--- config.mk ---
export PLATFORM = sky130hd
export DESIGN_NAME = pipe_mem_stage
export DESIGN_NICKNAME = d
export VERILOG_FILES = /design/src/rtl/pipe_mem_stage.sv
export SDC_FILE = /design/constraint.sdc
export NUM_CORES = 1
export LEC_CHECK = 0
export BUFFER_PORTS_ARGS = -buffer_cell sky130_fd_sc_hd__buf_2
export CAP_MARGIN = 20
export CORE_MARGIN = 4
export CORE_UTILIZATION = 35
export DETAILED_ROUTE_END_ITERATION = 12
export GPL_ROUTABILITY_DRIVEN = 1
export PLACE_DENSITY = 0.68
export RECOVER_POWER = 25
export SYNTH_ARGS = -nofsm -noshare
export SYNTH_HDL_FRONTEND = slang
export SYNTH_SLANG_ARGS = --single-unit
export TNS_END_PERCENT = 10
--- constraint.sdc ---
create_clock -name clk -period 3.85 [get_ports clk]
set_input_delay 0.5775 -clock clk [delete_from_list [all_inputs] [get_ports clk]]
set_output_delay 0.5775 -clock clk [all_outputs]
set_load 0.02 [all_outputs]
--- src/rtl/pipe_mem_stage.sv ---
// Memory-access stage: 1-cycle pass-through for ALU ops, req/ack load/store with upstream stall.
// Optional BOUNDS_CHECK_EN macro suppresses out-of-range accesses and raises a sticky mem_err.
module pipe_mem_stage #(
  parameter int DATAPATH_WIDTH = 64,
  parameter int REGFILE_ADDR   = 3,
  parameter int MEM_ADDR_WIDTH = 10,
  parameter int DATA_MEM_START = 512
) (
  input  logic                      clk,
  input  logic                      reset,
  input  logic                      WRegEn_in,
  input  logic                      WMemEn_in,
  input  logic                      RMemEn_in,
  input  logic [DATAPATH_WIDTH-1:0] R1out_in,
  input  logic [DATAPATH_WIDTH-1:0] R2out_in,
  input  logic [REGFILE_ADDR-1:0]   WReg1_in,
  output logic                      stall_out,
  output logic                      mem_req,
  output logic                      mem_we,
  output logic [MEM_ADDR_WIDTH-1:0] mem_addr,
  output logic [DATAPATH_WIDTH-1:0] mem_wdata,
  input  logic                      mem_ack,
  input  logic [DATAPATH_WIDTH-1:0] mem_rdata,
  output logic                      WRegEn_out,
  output logic [REGFILE_ADDR-1:0]   WReg1_out,
  output logic [DATAPATH_WIDTH-1:0] WData_out,
  output logic                      mem_err
);

  typedef enum logic {IDLE, BUSY} state_t;

  state_t                    state_q, state_d;
  logic                      mem_req_q, mem_req_d;
  logic                      mem_we_q, mem_we_d;
  logic [MEM_ADDR_WIDTH-1:0] mem_addr_q, mem_addr_d;
  logic [DATAPATH_WIDTH-1:0] mem_wdata_q, mem_wdata_d;
  logic                      lat_en_q, lat_en_d;
  logic [REGFILE_ADDR-1:0]   lat_reg_q, lat_reg_d;
  logic [DATAPATH_WIDTH-1:0] lat_r1_q, lat_r1_d;
  logic                      is_load_q, is_load_d;
  logic                      wb_en_q, wb_en_d;
  logic [REGFILE_ADDR-1:0]   wb_reg_q, wb_reg_d;
  logic [DATAPATH_WIDTH-1:0] wb_dat_q, wb_dat_d;

  logic access, oob, issue;

  assign access = WMemEn_in | RMemEn_in;
  assign issue  = access & ~oob;

`ifdef BOUNDS_CHECK_EN
  localparam logic [MEM_ADDR_WIDTH-1:0] START_ADDR = MEM_ADDR_WIDTH'(DATA_MEM_START);

  logic mem_err_q;

  assign oob = (R1out_in[MEM_ADDR_WIDTH-1:0] < START_ADDR) |
               (|R1out_in[DATAPATH_WIDTH-1:MEM_ADDR_WIDTH]);

  always_ff @(posedge clk) begin
    if (!reset)
      mem_err_q <= 1'b0;
    else if ((state_q == IDLE) && access && oob)
      mem_err_q <= 1'b1;
  end

  assign mem_err = mem_err_q;
`else
  assign oob     = 1'b0;
  assign mem_err = 1'b0;
`endif

  assign stall_out = ((state_q == IDLE) & issue) | ((state_q == BUSY) & ~mem_ack);

  always_comb begin
    state_d     = state_q;
    mem_req_d   = mem_req_q;
    mem_we_d    = mem_we_q;
    mem_addr_d  = mem_addr_q;
    mem_wdata_d = mem_wdata_q;
    lat_en_d    = lat_en_q;
    lat_reg_d   = lat_reg_q;
    lat_r1_d    = lat_r1_q;
    is_load_d   = is_load_q;
    wb_en_d     = wb_en_q;
    wb_reg_d    = wb_reg_q;
    wb_dat_d    = wb_dat_q;
    case (state_q)
      IDLE: begin
        if (issue) begin
          state_d     = BUSY;
          mem_req_d   = 1'b1;
          mem_we_d    = WMemEn_in;
          mem_addr_d  = R1out_in[MEM_ADDR_WIDTH-1:0];
          mem_wdata_d = R2out_in;
          lat_en_d    = WRegEn_in;
          lat_reg_d   = WReg1_in;
          lat_r1_d    = R1out_in;
          is_load_d   = ~WMemEn_in;
          wb_en_d     = 1'b0;
        end else begin
          // A suppressed (out-of-range) access still flows through, but never writes back.
          wb_en_d  = WRegEn_in & ~access;
          wb_reg_d = WReg1_in;
          wb_dat_d = R1out_in;
        end
      end
      BUSY: begin
        if (mem_ack) begin
          state_d   = IDLE;
          mem_req_d = 1'b0;
          wb_en_d   = lat_en_q;
          wb_reg_d  = lat_reg_q;
          wb_dat_d  = is_load_q ? mem_rdata : lat_r1_q;
        end else begin
          wb_en_d = 1'b0;
        end
      end
      default: state_d = IDLE;
    endcase
  end

  always_ff @(posedge clk) begin
    if (!reset) begin
      state_q     <= IDLE;
      mem_req_q   <= 1'b0;
      mem_we_q    <= 1'b0;
      mem_addr_q  <= '0;
      mem_wdata_q <= '0;
      lat_en_q    <= 1'b0;
      lat_reg_q   <= '0;
      lat_r1_q    <= '0;
      is_load_q   <= 1'b0;
      wb_en_q     <= 1'b0;
      wb_reg_q    <= '0;
      wb_dat_q    <= '0;
    end else begin
      state_q     <= state_d;
      mem_req_q   <= mem_req_d;
      mem_we_q    <= mem_we_d;
      mem_addr_q  <= mem_addr_d;
      mem_wdata_q <= mem_wdata_d;
      lat_en_q    <= lat_en_d;
      lat_reg_q   <= lat_reg_d;
      lat_r1_q    <= lat_r1_d;
      is_load_q   <= is_load_d;
      wb_en_q     <= wb_en_d;
      wb_reg_q    <= wb_reg_d;
      wb_dat_q    <= wb_dat_d;
    end
  end

  assign mem_req    = mem_req_q;
  assign mem_we     = mem_we_q;
  assign mem_addr   = mem_addr_q;
  assign mem_wdata  = mem_wdata_q;
  assign WRegEn_out = wb_en_q;
  assign WReg1_out  = wb_reg_q;
  assign WData_out  = wb_dat_q;

endmodule

==> impl_results.md <==
* Status: finished with violations
* Failing checks: capacitance limit, slew limit
* Total I/O pin count at 347
* DR WL/cell at 17.0 um
* Post-route antenna net violation count at 0
* CP Data Required Time at 4.25 ns
* CP Class: reg2reg
* Most common cell after layout, fill and taps aside: nand2_1
* Final Hold Fails at 0
* Number of port buffers at 345
* Worst path cell trace: buf_4 -> mux2_2 -> o221ai_1 -> nor2_1
* Max cap viols at 1
* Highest metal used: met5
* Sequential area share after synthesis at 46.6%
* Power Dens Cells at 508 nW/um^2
* Sequential Area at 4080 sq um
* Crit share post-route at 81.5%
* Die H at 166 um
* Area of the multi-input gates at 4120 sq um
* Final Max Tran Viols at 43
* Initial antenna violation count at 5
* CP Data Arrival Time at 3.53 ns
* Root Driver: clkbuf_16
* Critical Path End Type: flip-flop
* Post-synthesis instance total at 985
* Maximum root-to-sink buffer count at 3
* Layout cells sized above 1 at 29.3%
* TNS Setup at 0 ns
* DR vias/cell at 5.00
* Die X at 166 um
* CTS Buf Count at 24
* Routability Congestion at 0.804
* Kind of cell adding the most delay to the critical path: flip-flops
* Slew headroom at -57.7%
* P&R area growth vs syn at 27.9%
* Met3 WL at 2.18 mm
* DRT iter0 DRCs at 410
* Crit path max fanout at 42
* Critical Path Slowest Stage Cell: dfxtp_1
* HP Class: in2reg
* Mean Syn Cell Area at 8.90 sq um
* Synth cell types at 32
* Slowest stage delay, CP at 1.91 ns
* CTS resizes at 0
* Rows at 57
* Fillcell total at 2455
* Worst slew pin tran at 2.36 ns
* Final worst path period need at 3.14 ns
* Vias in the first global route at 7954
* Worst Path Buf+Inv at 1
* 1st-pass router iterations at 5
* Setup violators final at 0
* RSZ-0062 raised after global routing: false
* Largest net degree at the start of global routing at 128
* Net Count, Synth at 1186
* Cts hold-fix bufs at 0
* Grt total ovfl at 0
* Worst skew pair latency at 0.51 ns
* Detailed Place HPWL at 17.9 mm
* Metal2 WL at 12.8 mm
* Most frequent cells in the layout: 265 x nand2_1, 259 x buf_2, 204 x dfxtp_1
* Total GRT Usage at 18.7%
* CTS tree: done
* DRT Wirelength at 27.4 mm
* Initial Utilization at 35.8%
* Placed instance count at 1564
* Via count at 8042
* Fin Clk Skew at 0.0174 ns
* Setup crit start kind: flip-flop
* Flops & latches, synth at 204
* H-tree levels at 1
* Fmax at 319 MHz
* Die area at 27600 sq um
* Syn. warnings at 0
* VDD IR max at 0.306 mV
* Fin nets at 1467
* Non-filler cells, final at 1608
* Core Area at 24500 sq um
* Setup bufs post-CTS at 0
* Static leakage power at 4.69 nW
* Mapped cell area at 8760 sq um
* Residual DRC at 0
* Reg clk slew, reported paths at 0.06 ns
* First-pass GRT wire length at 43.4 mm
* Clock sink count at 204
* M1 wire length at 11.6 mm
[flip-flops by register name (all words and copies together) (netlist names)]
signal and flops:
WReg1_out 3, state_q 1, mem_addr 9, lat_r1_q 55, WRegEn_out 1, mem_we 1, mem_wdata 64, lat_en_q 1
is_load_q 1, mem_req 1, lat_reg_q 3, WData_out 64
[logic make-up after synthesis]
group / count (synthesis) / share of synthesized area [%]
and+or+nand+nor: 404 / 19.1
other: 1 / 0.0428
buffers and inverters: 101 / 6.58
AOI/OAI and AO/OA: 208 / 19.3
muxes: 67 / 8.34
DFF: 204 / 46.6
[where the power goes]
| part | internal, W | switching (W) | total [W] |
|---|---|---|---|
| clock | 0.00154 | 0.000879 | 0.00242 |
| combinational | 0.000351 | 0.000558 | 0.000909 |
| sequential | 0.00228 | 0.0000978 | 0.00237 |
| total | 0.00416 | 0.00153 | 0.00570 |
[stage by stage]
stage	total power (W)	setup WS (ns)	area, sq um	hold slack (ns)	utilization [%]
floorplan	0.00302	1.92	8760	0.441	-
global placement	0.00333	1.37	10500	0.447	42.8
detailed placement	0.00335	1.44	10500	0.453	42.8
CTS	0.00580	1.02	11300	0.293	46.3
global route	0.00597	0.470	11200	0.304	45.8
finish	0.00570	0.713	11200	0.315	45.8
[worst min-delay path, cell delays in order]
cell	delay, ns
buf_2	0.09
nand3_1	0.06
o211ai_1	0.07
[synth_stat cells]
cell      count  area, sq um
a21boi_0    132          991
a22oi_1       1         7.51
or3_4         1         11.3
dfxtp_1     204         4080
o21ai_0       4         20.0
inv_1         1         3.75
o21ba_2       1         10.0
nor2b_1       3         18.8
o221ai_2     11          165
buf_4        15          113
clkbuf_1     39          146
a21oi_1       1         5.00
and2_1        2         12.5
o211ai_1     16          120
nand4_1      16          100
buf_2        29          145
mux2i_1      19          190
nand3_1      16         80.1
nor2_1       49          184
o311a_1       3         30.0
mux2_2       48          541
nor3_4        1         16.3
buf_6        14          158
and3_1        1         6.26
buf_1         3         11.3
nor3_1       48          240
nand2b_1      1         6.26
conb_1        1         3.75
nand2_1     266          998
o21bai_2      1         11.3
o211a_1       1         10.0
o221ai_1     37          324
[area by class of cell]
type	instances	area share [%]
flip-flops and latches	204	36.4
multi-input cells	680	36.7
inverters	1	0.0335
diodes	2	0.0446
well taps	324	3.62
clock buffers	32	6.26
clock inverters	10	1.36
repair buffers	355	15.5
[per-layer routing]
metal	track usage, %	up-vias
met5	0	-
met4	6.15	6
met3	5.28	54
met2	30.8	303
met1	23.9	3729
li1	-	3950
[worst paths after layout]
| check | end | startpoint | slack [ns] | cells after the start |
|---|---|---|---|---|
| worst max-delay path | WData_out[38]$_SDFFE_PN0P_ | is_load_q$_SDFFE_PN0P_ | 0.71 | 4 |
| worst max register to register | WData_out[38]$_SDFFE_PN0P_ | is_load_q$_SDFFE_PN0P_ | 0.71 | 4 |
| worst min-delay path | WData_out[44]$_SDFFE_PN0P_ | R1out_in[44] | 0.32 | 3 |
| worst min register to register | mem_wdata[63]$_SDFFE_PN0P_ | mem_wdata[63]$_SDFFE_PN0P_ | 0.46 | 2 |
(Power assumes the default switching activity.)
